$ cat src/rtl/priority_encoder.sv
// priority_encoder: registered N-bit leading-one (most-significant set bit) encoder.
// One-cycle latency. The registered enable gates the index output.
// Build option: define PRIORITY_ENCODER_TRISTATE_EN so that a disabled encoder
// releases `i` to high impedance, which lets several encoders share one index bus.
// Without it, a disabled encoder drives `i` to all zeros.
module priority_encoder #(
  parameter int N = 255
) (
  input  logic                 clk,
  input  logic                 rst_n,
  input  logic                 en,
  input  logic [N-1:0]         n,
  output logic [$clog2(N)-1:0] i,
  output logic                 zero
);

  localparam int W = $clog2(N);

  // Scan from the LSB upward. A later hit overwrites an earlier one, so the
  // highest set bit wins. An all-zero word yields index 0.
  function automatic logic [W-1:0] msb_index(input logic [N-1:0] v);
    logic [W-1:0] idx;
    idx = '0;
    for (int k = 0; k < N; k++) begin
      if (v[k]) idx = W'(k);
    end
    return idx;
  endfunction

  logic         en_d,   en_q;
  logic [W-1:0] idx_d,  idx_q;
  logic         zero_d, zero_q;

  // Next-state: capture a new encoding only while enabled; the index holds otherwise.
  always_comb begin
    en_d   = en;
    idx_d  = idx_q;
    zero_d = 1'b0;
    if (en) begin
      idx_d  = msb_index(n);
      zero_d = (n == '0);
    end
  end

  // Input sample -> output register boundary
  // State register: asynchronous active-low reset clears enable, index and zero flag.
  always_ff @(posedge clk or negedge rst_n) begin
    if (!rst_n) begin
      en_q   <= 1'b0;
      idx_q  <= '0;
      zero_q <= 1'b0;
    end else begin
      en_q   <= en_d;
      idx_q  <= idx_d;
      zero_q <= zero_d;
    end
  end

  // The output gate is driven from the registered enable only, so a stale
  // index can never appear when the raw enable rises.
`ifdef PRIORITY_ENCODER_TRISTATE_EN
  assign i = en_q ? idx_q : 'z;
`else
  assign i = en_q ? idx_q : '0;
`endif

  assign zero = zero_q;

endmodule

$ cat config.mk
export PLATFORM = sky130hd
export DESIGN_NAME = priority_encoder
export DESIGN_NICKNAME = d
export VERILOG_FILES = /design/src/rtl/priority_encoder.sv
export SDC_FILE = /design/constraint.sdc
export NUM_CORES = 1
export LEC_CHECK = 0
export BUFFER_PORTS_ARGS = -buffer_cell sky130_fd_sc_hd__clkbuf_2
export CAP_MARGIN = 20
export CORE_UTILIZATION = 30
export CTS_CLUSTER_DIAMETER = 50
export DETAILED_ROUTE_END_ITERATION = 8
export PLACE_DENSITY = 0.65
export SETUP_SLACK_MARGIN = 0.02
export SYNTH_ARGS = -nofsm -noshare
export SYNTH_HDL_FRONTEND = slang
export SYNTH_SLANG_ARGS = --single-unit
$ cat constraint.sdc
create_clock -name clk -period 2.2 [get_ports clk]
set_clock_uncertainty 0.15 [all_clocks]
set_input_delay 0.11 -clock clk [delete_from_list [all_inputs] [get_ports clk]]
set_output_delay 0.11 -clock clk [all_outputs]
set_load 0.05 [all_outputs]
Word level (Yosys, flattened, before mapping)
Index checks and enable logic that the tools add are counted.

operators by class
  multiplexer cells = 256
  reduce and logical (&&, ||, !) cells = 1

operators with widths
  kind               count
  $mux 8             254
  $logic_not 255->1  1
  $mux 1             2

word-level totals
  flip-flop bits (word level) = 10
  output and inout port bits = 9
  logic and storage cells = 260

Depth between registers and ports, before layout
Gate-level depths: netlist (run 1).

  depth after elaboration = 254
  mapped depth = 8
  depth with buffers taken out = 7

Worst setup path before layout (run 1)
OpenSTA, ideal clock, no wires.

  path type = in2reg
  start point = in n[24]
  end point = reg idx_q[4]
  library setup time = 125 ps
  data arrival time = 1521 ps
  setup slack = 404 ps
  stages = 7
  path buffers = 0
  cells stage by stage = or4_1 -> nor4_1 -> o211ai_1 -> a211oi_1 -> o21ai_1 -> a21oi_1 -> o21ai_1

between the ends
  cells in the longest elaborated chain, start to end = 231

RTL lines
  item                    RTL line  RTL
  from (decl)             12        input logic [N-1:0] n,
  $mux 8 (231 in series)  25        if (v[k]) idx = W'(k);
  to (signal assigned)    54        idx_q <= idx_d;
  to (decl)               31        logic [W-1:0] idx_d, idx_q;

No other way between the ends.
A chain may end at the register's enable or synchronous reset.

Worst setup path after layout (run 1)
  start point = in n[92]
  end point = reg idx_q[1]

between the ends
  cells in the longest elaborated chain, start to end = 163

RTL lines
  item                    RTL line
  $mux 8 (163 in series)  25

No other way between the ends.

==> flow_results.org, run 1 <==
** Setup path
- The critical path starts at n[92].
- By startpoint and endpoint, the worst setup path is classified as input pin to flip-flop.
- The cell family contributing the most delay on the critical path is compound AO/OA/AOI/OAI gates.
- Cell at the slowest stage of the critical path :: sky130_fd_sc_hd__a2111oi_0
- Along the worst path, the maximum fanout reaches 3.
- For flop-to-flop paths, the worst setup slack is 0.40 ns.
- Endpoint arrival time on the critical path :: 1.98 ns
- The signal on the critical path passes through clkbuf_2 -> or2_1 -> o211a_1 -> o31ai_1 -> o211ai_1 -> a2111oi_0 -> buf_4 -> o2111ai_1 -> nand2_1.
- The worst setup path is captured at a flip-flop.
- STA classifies the critical path startpoint as an input pin.
- In this run the critical register-to-register path is captured at idx_q[1].
- Data on the critical path is required at its endpoint by 2.22 ns.
- For the worst flop-to-flop path, the logic depth is 7.
- In this run the critical register-to-register path is launched from idx_q[1].
- Count of buffer and inverter cells on the critical path :: 2
- The largest single stage delay on the critical path is 0.64 ns.

** Finish
- Fraction of the core area covered by cells at the end of the flow :: 0.454
- The finished cells cover 0.00573 mm².
- Ratio of cells with drive above 1 in the final layout :: 0.339
- Antenna Diode Count :: 0
- Summing all flip-flop and latch instances after layout gives 250 µm².
- In the final layout, the multi-input gates occupy 0.00345 mm².
- Counting the fill cells in the layout gives 1377.
- From synthesis to final layout, the design area changed by 47.8%.
- For this run, the post-layout net count is 1202.

** Place
- Post-Place Cell Area :: 0.00563 mm²
- Setup slack at placement :: -0.0298 ns
- Final HPWL DP :: 14700 µm
- Placer congestion estimate :: 0.914
- During placement, the flow inserted port buffers numbering 266.

** Synthesis
- Synth cell count leaders :: sky130_fd_sc_hd__nor2_1, sky130_fd_sc_hd__nor4_1, sky130_fd_sc_hd__a21oi_1, sky130_fd_sc_hd__nor3_1, sky130_fd_sc_hd__nand2_1
- The share of synthesized area in the top cell type comes to 0.107.
- Cell types occupying the most area after synthesis :: sky130_fd_sc_hd__nor2_1, sky130_fd_sc_hd__nor4_1, sky130_fd_sc_hd__dfrtp_1
- Synthesized net count :: 902
- Register area share after synthesis :: 0.0646
- Averaged over all synthesized cells, the footprint is 6.02 µm².
- The synthesized design contains 0 enable-type register cells.
- Count of different cell masters after synthesis :: 68
- Flip-flop and latch count after synthesis :: 10
- Number of synthesis warnings :: 0
- After synthesis, the share of flip-flops with an asynchronous set or reset is 1.00.
- In the synthesized netlist the dominant register cell turns out to be sky130_fd_sc_hd__dfrtp_1.
- By instance count, the leading cell after synthesis is sky130_fd_sc_hd__nor2_1.
- Summing every instance area after synthesis gives 0.00388 mm².
- Cell type contributing the most total cell area after synthesis :: sky130_fd_sc_hd__nor2_1
- Synthesis produced a netlist whose cell count is 644.

** Run
- The tool flagged a number of max-cap violations equal to 0.

** Timing
- Worst slew margin relative to its limit :: 0.572
- In the final timing run, aggregate negative setup slack is 0 ns.
- Part of the cycle the worst path needs :: 0.887
- Setup-failing EPs final :: 0
- The max-slew violation total from the final report is 0.
- Total count of hold-check failures in the final report :: 0
- Unrepaired setup endpoints after global routing :: false
- Across all setup checks in the final design, the least slack found is 0.248 ns.
- Post-route minimum period :: 1.95 ns
- Timing would allow up to 0.512 GHz.
- Worst-margin pin slew :: 0.626 ns

** Worst hold path
- The worst hold path begins at n[223].
- End point of the worst hold path :: idx_q[0]
- Hold path depth :: 3
- Worst Hold Class :: input pin to flip-flop

** Floorplanning
- Die Height :: 116 µm
- The floorplan step defined a core boundary enclosing 0.0126 mm².
- Die span in x :: 116 µm
- Die area :: 0.0134 mm²
- 267 I/O pins were placed.
- Cell row count :: 41
- For this configuration, the core starts out at a cell density of 0.307.

** GRT
- The total overflow left after global routing is 0.
- The first global-routing pass estimated 25500 µm of wire.
- Entering global routing, the biggest net connects 11 pins.
- The initial antenna violation count was 0.
- The via count of the first global-routing pass came to 5577.
- Global router's overall resource usage :: 0.234

** Pwr
- Largest vdd supply drop :: 0.174 mV
- Leakage power :: 2.47 nW
- Internal power comes to 0.784 mW.
- The share of total power dissipated in combinational logic is 0.573.
- PnR Total Power :: 1.30 mW
- For this design the ratio of total power to cell area is 227 mW/mm².
- Switching part of the total :: 0.397
- Proportion of power drawn by the clock network :: 0.276
- Net switching power :: 0.516 mW
- The share of total power dissipated in sequential elements is 0.151.

** Drt
- Via count :: 6079
- First-pass iteration count of the detailed router :: 5
- After detailed routing, the number of vias per cell comes to 5.45.
- In this run, the number of DRC markers left after iteration 0 of detailed routing was 342.
- Number of routed nets with antenna violations :: 0
- The routed design has 16300 µm of wire.
- After detailed routing, the number of remaining DRC violations is 0.
- In the final routed layout, each cell accounts on average for 14.6 µm.

** CTS
- TritonCTS clock tree :: built
- Number of clock buffers inserted by TritonCTS :: 3
- CTS built an H-tree with a depth of 1.
- Post-CTS Repair Setup Buffers :: 0
- Clock sinks :: 10
- CTS clk-pin slew, worst paths :: 0.04 ns
- Hold Buf Count CTS :: 1
- PostCTS Resize Cnt :: 0
- The cell sitting at the root of the clock tree is a sky130_fd_sc_hd__clkbuf_16.
- Maximum root-to-sink buffer count :: 2
- Clock latency on the worst-skew pair :: 0.24 ns

** Run status
- Outcome :: complete, no violations
## how the worst max path moves through the flow
stage | to | slack [ns] | cells after the start
floorplan | idx_q[4] | 0.40 | 7
global placement | idx_q[1] | -0.03 | 9
detailed placement | idx_q[1] | -0.03 | 9
CTS | idx_q[1] | 0.18 | 9
global route | idx_q[1] | 0.04 | 9
finish | idx_q[1] | 0.25 | 9
## tightest hold or removal path, cell delays in order
cell	delay (ns)
sky130_fd_sc_hd__clkbuf_2	0.12
sky130_fd_sc_hd__o21ai_0	0.12
sky130_fd_sc_hd__nand3_1	0.10
## logic make-up (layout without fill, tap and decap cells)
family	count (synthesis)	count (layout)	synth area share
flops	10	10	0.0646
buf+inv	46	345	0.0465
simple gates	388	388	0.543
mux	1	1	0.00258
compound gates	199	199	0.344
## power groups by stage
stage / Sequential [mW] / Clock, mW / Combinational (mW)
floorplan: 0.197 / 0 / 0.283
global placement: 0.199 / 0 / 0.735
detailed placement: 0.199 / 0 / 0.735
CTS: 0.197 / 0.364 / 0.741
global route: 0.197 / 0.373 / 0.824
finish: 0.196 / 0.359 / 0.744
## per-stage QoR
stage                     hold slack [ns]  std cells
final                              0.0913       1115
after global routing               0.0920       1115
after CTS                          0.0836       1115
after detailed placement           -0.162       1110
after global placement             -0.160       1110
after floorplan                    -0.336        644
## layer usage
layer	track usage	part of all wire	vias up
li1	-	-	3138
met1	0.293	0.44	2715
met2	0.449	0.50	218
met3	0.0141	0.051	8
met4	0.0256	0.0043	0
met5	0	0	-
## cell type report
type                            instances  share of cell area
Sequential cell                        10              0.0437
Clock buffer                            4              0.0155
Tap cell                              172              0.0376
Timing Repair Buffer                  296               0.272
Multi-Input combinational cell        588               0.602
Inverter                               45              0.0295
## layout by cell type, fill, tap and decap left out, types with 4 or more instances in the layout
master / instances
sky130_fd_sc_hd__o21ai_1: 14
sky130_fd_sc_hd__o2111ai_1: 6
sky130_fd_sc_hd__nand2b_1: 11
sky130_fd_sc_hd__clkbuf_2: 266
sky130_fd_sc_hd__o22ai_1: 4
sky130_fd_sc_hd__o221ai_1: 4
sky130_fd_sc_hd__a31oi_1: 6
sky130_fd_sc_hd__a211oi_1: 14
sky130_fd_sc_hd__a2111oi_0: 8
sky130_fd_sc_hd__nor2b_1: 15
sky130_fd_sc_hd__nand3_1: 19
sky130_fd_sc_hd__nor4_1: 63
sky130_fd_sc_hd__nor3_1: 47
sky130_fd_sc_hd__nand2_1: 46
sky130_fd_sc_hd__o21ai_0: 26
sky130_fd_sc_hd__or4_1: 14
sky130_fd_sc_hd__dfrtp_1: 10
sky130_fd_sc_hd__buf_4: 29
sky130_fd_sc_hd__nor3b_1: 4
sky130_fd_sc_hd__a21oi_1: 49
sky130_fd_sc_hd__o211ai_1: 7
sky130_fd_sc_hd__and3_1: 4
sky130_fd_sc_hd__o21a_1: 7
sky130_fd_sc_hd__inv_1: 45
sky130_fd_sc_hd__or3_1: 7
sky130_fd_sc_hd__and2_1: 9
sky130_fd_sc_hd__nor2_1: 111
sky130_fd_sc_hd__o31ai_1: 18
sky130_fd_sc_hd__o21bai_1: 10
sky130_fd_sc_hd__nand4_1: 8
## sequential cells by signal (all words and copies together), names as in the netlist
signal,flops
en_q,1
idx_q,8
zero,1
No activity file was read; power rests on OpenSTA's default activity.
==> inputs of run 2 (changes only) <==
- PLACE_DENSITY: 0.65 -> not set
- PLACE_DENSITY_LB_ADDON: not set -> 0.2
- RECOVER_POWER: not set -> 100
==> run 2 against run 1 <==
Against the previous run: non-clock buffer count is 1 lower; clock power down 12%; core utilization is 0.36 points lower; maximum frequency down 1.7%; routed wire length shrank 2.1%; sequential power is essentially flat; sequential cell count unchanged; critical path depth shrank 1; setup slack got worse by 0.034 ns; final area down 0.79%; via count shrank 0.16%.
==> flow_results.org, run 2 (synthesis results as in run 1) <==
** Setup path
- Endpoint arrival time on the critical path :: 2.01 ns (was 1.98 ns)
- Ordered cell list for the critical path :: clkbuf_2 -> clkbuf_1 -> mux2i_1 -> nor4b_1 -> o21ai_1 -> nor3_1 -> o2111ai_1 -> nand2_1 (was clkbuf_2 -> or2_1 -> o211a_1 -> o31ai_1 -> o211ai_1 -> a2111oi_0 -> buf_4 -> o2111ai_1 -> nand2_1)
- The stage delay of the slowest cell on the critical path was 0.43 ns (was 0.64 ns).
- The startpoint type of the worst setup path is an input pin (unchanged).
- Maximum fanout along the worst path :: 10 (was 3)
- Levels on crit path :: 8 (was 9)
- The data required time of the critical path was 2.22 ns (about the same).
- Kind of cell adding the most delay to the critical path :: simple AND/OR/NAND/NOR gates (was compound AO/OA/AOI/OAI gates)
- Count of buffer and inverter cells on the critical path :: 2 (unchanged)
- The type of element capturing the critical path was a flip-flop (unchanged).
- The worst reg-to-reg path cell count came to 6 (was 7).
- The classification of the worst setup path is input pin to flip-flop (unchanged).
- The slowest cell on the critical path was sky130_fd_sc_hd__nor4b_1 (was sky130_fd_sc_hd__a2111oi_0).

** Pwr
- Largest vdd supply drop :: 0.224 mV (was 0.174 mV)
- The leakage power of the design is 2.41 nW (was 2.47 nW).
- The power density over the cells came to 220 mW/mm² (was 227 mW/mm²).

** Finish
- Ratio of cells with drive above 1 in the final layout :: 0.322 (was 0.339)
- Register name with the most flops :: idx_q (unchanged)
- Final nets :: 1201 (was 1202)
- The final cell area excluding filler cells was 0.00568 mm² (was 0.00573 mm²).
- Most frequent cells in the layout: sky130_fd_sc_hd__clkbuf_2, sky130_fd_sc_hd__nor2_1, sky130_fd_sc_hd__nor4_1 (unchanged).
- The area growth from synthesis to final layout is 46.6% (was 47.8%).
- Antenna Diode Count :: 0 (unchanged)
- Most common cell after layout, fill and taps aside :: sky130_fd_sc_hd__clkbuf_2 (unchanged)
- The number of flip-flops under the largest register name is 8 (unchanged).

** Timing
- Highest Clock Rate :: 0.503 GHz (was 0.512 GHz)
- Setup-failing EPs final :: 0 (unchanged)
- Total count of hold-check failures in the final report :: 0 (unchanged)
- Pins over their slew limit :: 0 (unchanged)
- Worst hold slack :: 0.118 ns (was 0.0913 ns)
- Unrepaired setup endpoints after global routing :: false (unchanged)
- The remaining max-slew budget at the tightest pin is 0.540 (was 0.572).
- The aggregate negative setup slack was 0 ns (unchanged).
- Worst-margin pin slew :: 0.693 ns (was 0.626 ns)
- Post-route minimum period :: 1.99 ns (was 1.95 ns)
- Part of the cycle the worst path needs :: 0.903 (was 0.887)
- The worst path setup slack after routing came to 0.214 ns (was 0.248 ns).

** Run status
- Outcome: complete, no violations (unchanged).

** Drt
- The via count came to 6069 (was 6079).
- The count of unresolved DRC violations after routing was 0 (unchanged).
- Routed length per instance :: 14.3 µm (was 14.6 µm)
- The post-detailed-routing wire length came to 16000 µm (was 16300 µm).
- The number of routed nets with antenna violations came to 0 (unchanged).
- Vias/cell :: 5.45 (about the same)
- The starting DRC count in detailed routing is 399 (was 342).
- First-pass iteration count of the detailed router :: 4 (was 5)

** Place
- Placer congestion estimate :: 0.834 (was 0.914)
- Final HPWL DP :: 14300 µm (was 14700 µm)
- The post-placement setup slack came to -0.0584 ns (was -0.0298 ns).
- The count of buffers inserted at the top-level ports was 266 (unchanged).
- The cell area reported after detailed placement is 0.00562 mm² (was 0.00563 mm²).

** GRT
- Grt ovf :: 0 (unchanged)
- The largest net degree at the start of global routing was 11 (unchanged).
- The first-pass GRT wire length is 25400 µm (was 25500 µm).
- Antenna violations before repair :: 0 (unchanged)
- Via count of the first global-routing pass :: 5562 (was 5577)
- Global router's overall resource usage :: 0.233 (was 0.234)

** CTS
- The clock slew at the register clock pins of the worst setup and hold paths came to 0.04 ns (about the same).
- Clock latency on the worst-skew pair :: 0.24 ns (about the same)
- CTS H-Tree Depth :: 1 (unchanged)
- The master cell of the clock root buffer was sky130_fd_sc_hd__clkbuf_16 (unchanged).
- Number of clock buffers inserted by TritonCTS :: 3 (unchanged)
- The number of sinks driven by the clock tree is 10 (unchanged).
- Post-CTS Repair Setup Buffers :: 0 (unchanged)
- The maximum buffer depth of the clock tree was 2 (unchanged).
- TritonCTS clock tree :: built (unchanged)

** Floorplanning
- Total I/O pin count :: 267 (unchanged)
- The area of the die came to 0.0134 mm² (unchanged).
- The vertical extent of the die is 116 µm (unchanged).
- The effective utilization at floorplan is 0.307 (unchanged).
- The horizontal die dimension was 116 µm (unchanged).
- Total core area :: 0.0126 mm² (unchanged)
- The number of rows created at floorplan was 41 (unchanged).

** Run
- Max-capacitance violation count :: 0 (unchanged)

** Worst hold path
- Hold path depth :: 3 (unchanged)
- The class of the worst hold path was input pin to flip-flop (unchanged).
## run 2: cell count changes in the layout (fill, tap and decap cells not counted), sizes merged
cell | before | now
buf | 29 | 26
clkbuf | 270 | 271
## run 2: metrics by stage
stage	util	power, mW	std cells
after floorplan	-	0.480	644
after global placement	0.445	0.935	1109
after detailed placement	0.445	0.933	1109
after CTS	0.452	1.26	1113
after global routing	0.450	1.34	1113
final	0.450	1.25	1113
## run 2: what timing repair did
action	CTS	global route
endpoints found under the hold margin	10	0
gates resized for setup	0	0
hold buffers	1	0
## run 2: metal layers
metal / global-route usage / vias to the layer above / wire, µm / part of all wire
li1: - / 3127 / - / -
met1: 0.291 / 2714 / 7040 / 0.44
met2: 0.429 / 210 / 7760 / 0.49
met3: 0.0194 / 18 / 921 / 0.058
met4: 0.0573 / 0 / 246 / 0.015
met5: 0 / - / 0 / 0
## run 2: final cells by class
cell class                 count  area (µm²)
tap                          172         215
sequential                    10         250
timing repair buffer         295        1530
fill                        1420        6940
inverter                      45         169
clock buffer                   3        75.1
multi-input combinational    588        3450
## run 2: worst reg2reg max path, delay by kind of cell (launching register included)
family	cells	cell delay [ns]
muxes	1	0.10
AOI/OAI and AO/OA	2	0.33
DFF	1	0.35
and+or+nand+nor	3	0.88
## run 2: power breakdown
group / internal, mW / leakage [nW] / switching, mW
registers: 0.192 / 0.103 / 0.00596
clock network: 0.235 / 0.0370 / 0.0806
logic: 0.313 / 2.27 / 0.422
total: 0.740 / 2.41 / 0.509
## run 2: worst paths after layout
kind | startpoint | endpoint | slack [ns]
worst max-delay path | en | idx_q[1] | 0.21
worst min-delay path | n[223] | idx_q[0] | 0.12
worst max register to register | idx_q[1] | idx_q[1] | 0.32
worst min register to register | idx_q[7] | idx_q[7] | 0.34
max in group asynchronous | rst_n | idx_q[6] | 1.28
min in group asynchronous | rst_n | idx_q[1] | 0.24
==> inputs of run 3 (changes only) <==
--- a/constraint.sdc
+++ b/constraint.sdc
@@ -4,2 +4,2 @@
 set_output_delay 0.11 -clock clk [all_outputs]
-set_load 0.05 [all_outputs]
+set_load 0.01 [all_outputs]
==> run 3 against run 2 <==
Against the previous run: die area unchanged; final area is 0.13% higher; register-to-register slack hardly changed; routed wire length grew 0.11%; clock power barely moved; global-route usage is the same; first-iteration DRC count fell by 5.0%; sequential share of layout area is essentially flat; maximum frequency is 0.20% higher; hold slack improved by 0.011 ns; clock-buffer cell count unchanged; total power shrank 2.3%; highest routed layer unchanged.
==> flow_results.org, run 3 (synthesis results as in run 1) <==
** Finish
- The number of flip-flops under the largest register name is 8 (unchanged).
- Ratio of cells with drive above 1 in the final layout :: 0.328 (was 0.322)
- The area growth from synthesis to final layout came to 46.8% (was 46.6%).
- Final nets :: 1201 (unchanged)
- The number of standard cells in the layout, taps in and fillers out came to 1113 (unchanged).
- Most frequent cells in the layout :: sky130_fd_sc_hd__clkbuf_2, sky130_fd_sc_hd__nor2_1, sky130_fd_sc_hd__nor4_1 (unchanged)
- The most common cell after layout, fill and taps aside was sky130_fd_sc_hd__clkbuf_2 (unchanged).
- The most flop-heavy register was idx_q (unchanged).
- Number of filler cells placed in the layout :: 1417 (was 1420)
- Antenna Diode Count :: 0 (unchanged)

** Timing
- Highest Clock Rate :: 0.505 GHz (was 0.503 GHz)
- Total count of hold-check failures in the final report :: 0 (unchanged)
- Final worst slack :: 0.218 ns (was 0.214 ns)
- The share of the clock period used by the worst path is 0.901 (was 0.903).
- Pins over their slew limit :: 0 (unchanged)
- Setup_tns :: 0 ns (unchanged)
- Setup-failing EPs final :: 0 (unchanged)
- Unrepaired setup endpoints after global routing :: false (unchanged)
- Worst-margin pin slew :: 0.563 ns (was 0.693 ns)
- The shortest clock period the worst path allows after layout is 1.98 ns (was 1.99 ns).
- The remaining max-slew budget at the tightest pin was 0.615 (was 0.540).

** GRT
- The largest net degree at the start of global routing was 11 (unchanged).
- Global router's overall resource usage :: 0.233 (unchanged)
- The initial antenna violation count is 0 (unchanged).
- Met1 demand-to-capacity share in global routing :: 0.291 (unchanged)
- Met3 routing resource usage after global routing :: 0.0194 (unchanged)
- The total overflow reported by the global router is 0 (unchanged).
- Via count of the first global-routing pass :: 5562 (unchanged)
- The met2 usage is 0.429 (unchanged).
- The busiest metal layer after global routing was met2 (unchanged).
- Global-route wire length before repair :: 25400 µm (unchanged)

** Floorplanning
- The vertical extent of the die came to 116 µm (unchanged).
- The core area was 0.0126 mm² (unchanged).
- Cell row count :: 41 (unchanged)
- Die span in x :: 116 µm (unchanged)
- The area of the die came to 0.0134 mm² (unchanged).
- Total I/O pin count :: 267 (unchanged)
- The effective utilization at floorplan is 0.307 (unchanged).

** CTS
- The number of sinks driven by the clock tree was 10 (unchanged).
- The source-to-sink clock delay at the later pin of the worst-skew pair was 0.24 ns (about the same).
- PostCTS Resize Cnt :: 0 (unchanged)
- The maximum buffer depth of the clock tree is 2 (unchanged).
- The master cell of the clock root buffer is sky130_fd_sc_hd__clkbuf_16 (unchanged).
- CTS H-Tree Depth :: 1 (unchanged)
- TritonCTS clock tree :: built (unchanged)
- Number of clock buffers inserted by TritonCTS :: 3 (unchanged)
- The clock slew at the register clock pins of the worst setup and hold paths came to 0.04 ns (about the same).

** Pwr
- The maximum resistive drop on vdd came to 0.223 mV (was 0.224 mV).
- Leakage power :: 2.43 nW (was 2.41 nW)
- PnR Total Power :: 1.22 mW (was 1.25 mW)
- The power density over the cells is 214 mW/mm² (was 220 mW/mm²).

** Place
- Cell total after placement :: 1109 (unchanged)
- Placer congestion estimate :: 0.834 (unchanged)
- The post-placement setup slack was -0.0584 ns (unchanged).
- The count of buffers inserted at the top-level ports is 266 (unchanged).
- Final HPWL DP :: 14300 µm (unchanged)

** Setup path
- The family with the most delay on the worst path is simple AND/OR/NAND/NOR gates (unchanged).
- The stage delay of the slowest cell on the critical path came to 0.43 ns (about the same).
- Ordered cell list for the critical path :: clkbuf_2 -> clkbuf_1 -> mux2i_1 -> nor4b_1 -> o21ai_1 -> nor3_1 -> o2111ai_1 -> nand2_1 (unchanged)
- The count of buffering cells on the critical path with inverters included is 2 (unchanged).
- Endpoint arrival time on the critical path :: 2.01 ns (about the same)
- The type of element capturing the critical path is a flip-flop (unchanged).
- The slowest cell on the critical path is sky130_fd_sc_hd__nor4b_1 (unchanged).
- Worst setup path class :: input pin to flip-flop (unchanged)
- The largest fanout on the critical path came to 10 (unchanged).
- Data required time at the worst endpoint :: 2.22 ns (about the same)
- The startpoint type of the worst setup path is an input pin (unchanged).

** Drt
- Via count :: 6062 (was 6069)
- Number of DRC markers after the initial detailed-route iteration :: 379 (was 399)
- First-pass iteration count of the detailed router :: 5 (was 4)
- The average wire per cell in the routed design was 14.4 µm (was 14.3 µm).
- The post-detailed-routing wire length is 16000 µm (about the same).
- Number of remaining DRC errors :: 0 (unchanged)
- Vias/cell :: 5.45 (about the same)
- Number of routed nets with antenna violations :: 0 (unchanged)

** Run
- Max-capacitance violation count :: 0 (unchanged)

** Run status
- Outcome :: complete, no violations (unchanged)

** Worst hold path
- The class of the worst hold path is input pin to flip-flop (unchanged).
run 3: cell count changes in the layout (fill, tap and decap cells not counted):
cell,before,now
sky130_fd_sc_hd__and2_1,9,3
sky130_fd_sc_hd__clkbuf_1,15,9
sky130_fd_sc_hd__and2_0,0,6
sky130_fd_sc_hd__clkbuf_2,253,259
run 3: repair_timing:
action / CTS / global route
endpoints found under the hold margin: 10 / 0
hold buffers: 1 / 0
setup buffers: 0 / 0
run 3: worst paths after layout:
kind | to | from | cells past startpoint | slack, ns
max in group asynchronous | idx_q[3] | rst_n | 2 | 1.29
worst min register to register | idx_q[7] | idx_q[7] | 2 | 0.34
min in group asynchronous | idx_q[1] | rst_n | 2 | 0.24
worst min-delay path | idx_q[0] | n[223] | 3 | 0.13
worst max register to register | idx_q[1] | idx_q[1] | 6 | 0.33
worst max-delay path | idx_q[1] | en | 8 | 0.22
run 3: power by group:
group / internal (mW) / leakage, nW / switching [mW]
logic: 0.314 / 2.29 / 0.393
clock network: 0.235 / 0.0370 / 0.0804
registers: 0.192 / 0.103 / 0.00590
total: 0.742 / 2.43 / 0.479
run 3: worst reg2reg max path, stage by stage, from the launching register on:
cell	delay, ns
sky130_fd_sc_hd__dfrtp_1	0.35
sky130_fd_sc_hd__mux2i_1	0.10
sky130_fd_sc_hd__nor4b_1	0.43
sky130_fd_sc_hd__o21ai_1	0.16
sky130_fd_sc_hd__nor3_1	0.36
sky130_fd_sc_hd__o2111ai_1	0.17
sky130_fd_sc_hd__nand2_1	0.08
run 3: final cells by class:
class | count | area, µm² | area share
Multi-Input combinational cell | 588 | 3450 | 0.606
Timing Repair Buffer | 295 | 1540 | 0.270
Sequential cell | 10 | 250 | 0.0440
Tap cell | 172 | 215 | 0.0378
Inverter | 45 | 169 | 0.0297
Clock buffer | 3 | 75.1 | 0.0132
run 3: layer usage:
metal	up-vias	part of all wire
met1	2704	0.44
met5	-	0
met3	18	0.058
met2	210	0.49
li1	3130	-
met4	0	0.015
run 3: stage by stage:
step,cell area (µm²),util,hold slack [ns]
5_1_grt,5690,0.451,0.147
3_3_place_gp,5620,0.445,-0.158
2_1_floorplan,3880,-,-0.336
6_report,5690,0.451,0.129
4_1_cts,5710,0.452,0.0667
3_5_place_dp,5620,0.445,-0.159
